**src/rtl/nfca_rx_tobits.sv**
```systemverilog
// NFC-A PICC->PCD bit decoder: classifies 24-sample bit periods from the ASK demodulator,
// assembles 9-bit characters (8 data + odd parity) and reports the frame end.
module nfca_rx_tobits #(
    parameter int HALF_LEN = 12,
    parameter int THRESH   = 4
) (
    input  logic       clk,
    input  logic       rstn,
    input  logic       rx_on,
    input  logic       rx_ask_en,
    input  logic       rx_ask,
    output logic       rx_byte_en,
    output logic [7:0] rx_byte,
    output logic       rx_byte_perr,
    output logic       rx_end,
    output logic [3:0] rx_end_bits,
    output logic       rx_end_col
);

    typedef enum logic [1:0] {
        S_IDLE = 2'd0,
        S_SOF  = 2'd1,
        S_DATA = 2'd2
    } state_t;

    localparam logic [4:0] HALF_POS = 5'(HALF_LEN);
    localparam logic [4:0] LAST_POS = 5'(2 * HALF_LEN - 1);
    localparam logic [4:0] THR      = 5'(THRESH);

    // A correct ISO14443 character has odd weight over data+parity.
    function automatic logic parity_err(input logic [8:0] ch);
        return ~(^ch);
    endfunction

    state_t      state_r, state_nx_s;
    logic [4:0]  pos_r, pos_nx_s;
    logic [4:0]  cnt_a_r, cnt_a_nx_s, cnt_b_r, cnt_b_nx_s;
    logic [8:0]  bits_r, bits_nx_s, bits_ins_s;
    logic [3:0]  bitcnt_r, bitcnt_nx_s, bitcnt_inc_s;
    logic        col_r, col_nx_s;
    logic [4:0]  a_sum_s, b_sum_s;
    logic        hit_a_s, hit_b_s;
    logic        byte_en_r, byte_en_nx_s;
    logic [7:0]  byte_r, byte_nx_s;
    logic        perr_r, perr_nx_s;
    logic        end_r, end_nx_s;
    logic [3:0]  end_bits_r, end_bits_nx_s;
    logic        end_col_r, end_col_nx_s;

    // Next-state and output decode; only strobed samples move the decoder.
    always_comb begin
        state_nx_s    = state_r;
        pos_nx_s      = pos_r;
        cnt_a_nx_s    = cnt_a_r;
        cnt_b_nx_s    = cnt_b_r;
        bits_nx_s     = bits_r;
        bitcnt_nx_s   = bitcnt_r;
        col_nx_s      = col_r;
        byte_en_nx_s  = 1'b0;
        byte_nx_s     = byte_r;
        perr_nx_s     = perr_r;
        end_nx_s      = 1'b0;
        end_bits_nx_s = end_bits_r;
        end_col_nx_s  = end_col_r;

        a_sum_s      = cnt_a_r + {4'd0, (rx_ask && (pos_r <  HALF_POS))};
        b_sum_s      = cnt_b_r + {4'd0, (rx_ask && (pos_r >= HALF_POS))};
        hit_a_s      = (a_sum_s >= THR);
        hit_b_s      = (b_sum_s >= THR);
        bitcnt_inc_s = bitcnt_r + 4'd1;
        bits_ins_s   = bits_r;
        bits_ins_s[bitcnt_r] = hit_a_s;

        if (!rx_on) begin
            state_nx_s = S_IDLE;
            pos_nx_s   = 5'd0;
            cnt_a_nx_s = 5'd0;
            cnt_b_nx_s = 5'd0;
        end else if (rx_ask_en) begin
            case (state_r)
                S_IDLE: begin
                    if (rx_ask) begin
                        // This sample is pos 0 of the SOF bit.
                        state_nx_s = S_SOF;
                        pos_nx_s   = 5'd1;
                        cnt_a_nx_s = 5'd1;
                        cnt_b_nx_s = 5'd0;
                    end else begin
                        state_nx_s = S_IDLE;
                    end
                end
                S_SOF, S_DATA: begin
                    if (pos_r == LAST_POS) begin
                        pos_nx_s   = 5'd0;
                        cnt_a_nx_s = 5'd0;
                        cnt_b_nx_s = 5'd0;
                        if (state_r == S_SOF) begin
                            if (hit_a_s && !hit_b_s) begin
                                state_nx_s  = S_DATA;
                                bits_nx_s   = 9'd0;
                                bitcnt_nx_s = 4'd0;
                                col_nx_s    = 1'b0;
                            end else begin
                                state_nx_s = S_IDLE;
                            end
                        end else if (!hit_a_s && !hit_b_s) begin
                            state_nx_s    = S_IDLE;
                            end_nx_s      = 1'b1;
                            end_bits_nx_s = (bitcnt_r > 4'd8) ? 4'd8 : bitcnt_r;
                            byte_nx_s     = bits_r[7:0];
                            end_col_nx_s  = col_r;
                        end else begin
                            // Collision decodes as '1' and is remembered for the frame.
                            col_nx_s = col_r | (hit_a_s & hit_b_s);
                            if (bitcnt_inc_s == 4'd9) begin
                                byte_en_nx_s = 1'b1;
                                byte_nx_s    = bits_ins_s[7:0];
                                perr_nx_s    = parity_err(bits_ins_s);
                                bitcnt_nx_s  = 4'd0;
                                bits_nx_s    = 9'd0;
                            end else begin
                                bitcnt_nx_s = bitcnt_inc_s;
                                bits_nx_s   = bits_ins_s;
                            end
                        end
                    end else begin
                        pos_nx_s   = pos_r + 5'd1;
                        cnt_a_nx_s = a_sum_s;
                        cnt_b_nx_s = b_sum_s;
                    end
                end
                default: begin
                    state_nx_s = S_IDLE;
                end
            endcase
        end else begin
            state_nx_s = state_r;
        end
    end

    // State, datapath and registered outputs.
    always_ff @(posedge clk or negedge rstn) begin
        if (!rstn) begin
            state_r    <= S_IDLE;
            pos_r      <= 5'd0;
            cnt_a_r    <= 5'd0;
            cnt_b_r    <= 5'd0;
            bits_r     <= 9'd0;
            bitcnt_r   <= 4'd0;
            col_r      <= 1'b0;
            byte_en_r  <= 1'b0;
            byte_r     <= 8'd0;
            perr_r     <= 1'b0;
            end_r      <= 1'b0;
            end_bits_r <= 4'd0;
            end_col_r  <= 1'b0;
        end else begin
            state_r    <= state_nx_s;
            pos_r      <= pos_nx_s;
            cnt_a_r    <= cnt_a_nx_s;
            cnt_b_r    <= cnt_b_nx_s;
            bits_r     <= bits_nx_s;
            bitcnt_r   <= bitcnt_nx_s;
            col_r      <= col_nx_s;
            byte_en_r  <= byte_en_nx_s;
            byte_r     <= byte_nx_s;
            perr_r     <= perr_nx_s;
            end_r      <= end_nx_s;
            end_bits_r <= end_bits_nx_s;
            end_col_r  <= end_col_nx_s;
        end
    end

    assign rx_byte_en   = byte_en_r;
    assign rx_byte      = byte_r;
    assign rx_byte_perr = perr_r;
    assign rx_end       = end_r;
    assign rx_end_bits  = end_bits_r;
    assign rx_end_col   = end_col_r;

endmodule

```
**config.mk**
```make
export PLATFORM = sky130hd
export DESIGN_NAME = nfca_rx_tobits
export DESIGN_NICKNAME = d
export VERILOG_FILES = /design/src/rtl/nfca_rx_tobits.sv
export SDC_FILE = /design/constraint.sdc
export NUM_CORES = 1
export LEC_CHECK = 0
export CAP_MARGIN = 30
export CORE_UTILIZATION = 52
export DETAILED_ROUTE_END_ITERATION = 10
export PLACE_DENSITY_LB_ADDON = 0.25
export SYNTH_ARGS = -nofsm -noshare
export SYNTH_HDL_FRONTEND = slang
export SYNTH_SLANG_ARGS = --single-unit
export TNS_END_PERCENT = 5
```
**constraint.sdc**
```tcl
create_clock -name clk -period 4.98 [get_ports clk]
set_clock_uncertainty 0.15 [all_clocks]
set_input_delay 0.747 -clock clk [delete_from_list [all_inputs] [get_ports clk]]
set_output_delay 0.747 -clock clk [all_outputs]
set_load 0.05 [all_outputs]
```
==> results.sh <==
export IMPL_vdd_ir_drop_worst_uv=127.7
export IMPL_cts_sinks=47
export IMPL_clk_latency_ns=0.30
export IMPL_yosysUniqueCellTypes=53
export IMPL_core_um2=5205
export IMPL_place_hpwl_mm=4.261
export IMPL_ctsLongestPathBuffers=2
export IMPL_rsz0062_at_grt="no"
export IMPL_track_usage_pct=22.91
export IMPL_yosys_area_share_xor_xnor_pct=1.828
export IMPL_start_util_pct=55.24
export IMPL_die_area_um2=5831
export IMPL_nFillCells=465
export IMPL_cpMaxStageDelayCell="clkdlybuf4s50_1"
export IMPL_worst_path_most_repeated_cell="ha_1"
export IMPL_grt_pass1_vias=2289
export IMPL_antenna_cells=0
export IMPL_htreeDepth=2
export IMPL_dr_pass1_iters=4
export IMPL_routedWlPerCell_um=14.50
export IMPL_wl_met1_mm=3.084
export IMPL_power_density_nw_per_um2=223.1
export IMPL_gp_congestion=0.8516
export IMPL_setup_tns_ns=0
export IMPL_drtAntennaViolNets=0
export IMPL_synth_simple_gate_area_share_pct=20.63
export IMPL_cts_hold_buf=0
export IMPL_postCtsSetupBuffers=0
export IMPL_wl_met2_mm=2.768
export IMPL_drcViolationCount=0
export IMPL_vias_per_cell=5.925
export IMPL_period_share_pct=76.05
export IMPL_wirelength_mm=6.149
export IMPL_die_w_um=76.36
export IMPL_overflow=0
export IMPL_synth_fa_ha_area_share_pct=6.092
export IMPL_vias=2512
export IMPL_io_pins=21
export IMPL_cts_tree="done"
export IMPL_row_count=26
export IMPL_slew_violations=0
export IMPL_cts_buffers=5
export IMPL_synth_seq_cells=47
export IMPL_area_growth_pct=13.49
export IMPL_hold_viol=0
export IMPL_cpPeakStageDelay_ns=0.46
export IMPL_nets=372
export IMPL_power_total_mw=0.7280
export IMPL_drive_gt1_share_pct=7.345
export IMPL_dr_wl_met3_um=221
export IMPL_synth_flop_cell="dfrtp_1"
export IMPL_synth_top_family_by_area="compound AO/OA/AOI/OAI gates"
export IMPL_worstPathRequired_ns=5.03
export IMPL_avgSynthCellArea_um2=8.583
export IMPL_clock_fmax_ghz=0.2640
export IMPL_arrival_ns=3.84
export IMPL_r2r_start="pos_r[2]"
export IMPL_synth_compound_area_share_pct=24.89
export IMPL_r2r_cells=12
export IMPL_drv_cap=0
export IMPL_grt_pass1_wl_mm=10.75
export IMPL_io_buffers=20
export IMPL_synth_mux_area_share_pct=2.176
export IMPL_worst_path_max_fanout=12
export IMPL_rrSetupSlack_ns=1.49
export IMPL_crit_path_end_kind="register"
export IMPL_antenna_found_initial=0
export IMPL_synth_edf_count=0
export IMPL_syn_instance_count=335
export IMPL_syn_num_nets=354
export IMPL_top_layer="met4"
export IMPL_async_reset_ff_share_pct=100.0
export IMPL_synth_warnings=0
export IMPL_p_leak_nw=1.361
export IMPL_period_needed_ns=3.788
export IMPL_r2r_end="rx_byte_perr"
export IMPL_setup_viol=0
export IMPL_grt_max_degree=27
export IMPL_synth_area_um2=2875
export IMPL_timing_hold_worst_class="in2async"
export IMPL_path_class="in2reg"
export IMPL_clock_root_buffer="clkbuf_8"
export IMPL_status="complete, no violations"
export IMPL_startpoint_type="input pin"
export IMPL_die_h_um=76.36
export IMPL_drtIter0Drc=224
export IMPL_yosysSeqAreaShare_pct=40.91
export IMPL_clk_pin_slew_worst_paths_ns=0.09
export IMPL_worstPathCellList="clkdlybuf4s50_1 -> and2_1 -> ha_1 -> ha_1 -> a21boi_1 -> a21o_1 -> a21o_2 -> o21a_1 -> nor4b_1 -> nor4_1 -> o211a_1 -> o31ai_2"
export IMPL_cts_resized_gates=0
export IMPL_worstMarginPinSlew_ns=0.5313
export IMPL_relSlewSlack_pct=64.48
worst max path at each step:
stage | from | end | slack [ns] | cells past startpoint
3_5_place_dp | rx_ask | rx_byte_perr | 0.96 | 12
4_1_cts | rx_ask | rx_byte_perr | 1.21 | 12
6_report | rx_ask | rx_byte_perr | 1.19 | 12
5_1_grt | rx_ask | rx_byte_perr | 1.01 | 12
3_3_place_gp | rx_ask | rx_byte_perr | 1.05 | 12
2_1_floorplan | rx_ask | rx_byte_perr | 1.71 | 12
kinds of logic (layout without fill, tap and decap cells):
logic type,after synthesis,count (layout)
adders and majority gates,14,14
AOI/OAI and AO/OA,116,116
buffers and inverters,24,43
and+or+nand+nor,122,122
xor gates and xnor gates,6,6
DFF,47,47
muxes,6,6
critical path: cells and delay by family:
kind	cells	cell delay (ns)
adders and majority gates	2	0.49
buffers and inverters	1	0.46
AOI/OAI and AO/OA	6	1.42
and+or+nand+nor	3	0.72
per-stage QoR:
step / cell area [um2] / utilization (%) / cells / hold slack, ns / setup WS [ns]
4_1_cts: 3263 / 62.69 / 424 / 0.2692 / 1.205
3_5_place_dp: 3146 / 60.43 / 416 / 0.3248 / 0.9634
2_1_floorplan: 2875 / - / 335 / 0.3014 / 1.708
5_1_grt: 3263 / 62.69 / 424 / 0.3034 / 1.010
6_report: 3263 / 62.69 / 424 / 0.2543 / 1.193
3_3_place_gp: 3126 / 60.05 / 415 / 0.3142 / 1.053
registers in the layout (all words and copies together), names as in the netlist:
name          cells
cnt_a_r           5
cnt_b_r           5
pos_r             5
rx_end_bits       4
state_r           2
rx_end            1
rx_end_col        1
bitcnt_r          4
bits_r            9
col_r             1
rx_byte_en        1
rx_byte           8
rx_byte_perr      1
where the power goes:
| group | total (mW) | switching (mW) | internal [mW] | leakage (nW) |
|---|---|---|---|---|
| Combinational | 0.0442 | 0.0286 | 0.0156 | 0.652 |
| Clock | 0.295 | 0.132 | 0.163 | 0.0612 |
| Sequential | 0.389 | 0.00393 | 0.385 | 0.647 |
| Total | 0.728 | 0.165 | 0.563 | 1.36 |
metal layers:
layer  vias up  GRT usage (%)
met5         -              0
met3        10          3.832
li1       1249              -
met4         0          8.654
met1      1199          32.24
met2        54          35.41
layout by cell type, fill, tap and decap left out, drive strengths merged, types with 2 or more instances in the layout:
cell / count
o21ai: 58
nand2: 49
dfrtp: 47
nor2: 22
clkdlybuf4s50: 19
a21oi: 17
ha: 14
nand3: 13
inv: 10
nand4: 8
a31oi: 8
clkbuf: 6
buf: 6
and2: 5
o21a: 5
xnor2: 5
a21boi: 5
nor2b: 4
mux2i: 4
nor3: 4
o211ai: 4
o31ai: 4
nand3b: 3
o32ai: 2
nor3b: 2
mux2: 2
nand4b: 2
nand2b: 2
or2: 2
a21o: 2
a211oi: 2
cells in the mapped netlist, types with 2 or more instances:
library cell	number	area (um2)
a21boi_0	2	15.01
a21boi_1	3	22.52
a21oi_1	16	80.08
a31oi_1	8	50.05
and2_1	5	31.28
buf_2	5	25.02
clkbuf_1	8	30.03
dfrtp_1	47	1176
ha_1	14	175.2
inv_1	10	37.54
mux2_2	2	22.52
mux2i_1	4	40.04
nand2_1	49	183.9
nand2b_1	2	12.51
nand3_1	13	65.06
nand3b_1	3	22.52
nand4_1	8	50.05
nand4b_1	2	17.52
nor2_1	21	78.83
nor2b_1	4	25.02
nor3_1	4	20.02
nor3b_1	2	15.01
o211ai_1	4	30.03
o21a_1	5	37.54
o21ai_0	58	290.3
o31ai_1	3	22.52
o32ai_1	2	17.52
or2_2	2	12.51
xnor2_1	5	43.79
area by class of cell:
| class | count | area [um2] | area share [%] |
|---|---|---|---|
| Sequential cell | 47 | 1176 | 36.04 |
| Clock buffer | 6 | 82.58 | 2.531 |
| Tap cell | 70 | 87.58 | 2.684 |
| Timing Repair Buffer | 25 | 245.2 | 7.515 |
| Clock inverter | 2 | 35.03 | 1.074 |
| Multi-Input combinational cell | 264 | 1599 | 49.00 |
| Inverter | 10 | 37.54 | 1.150 |
No activity file was read; power rests on OpenSTA's default activity.
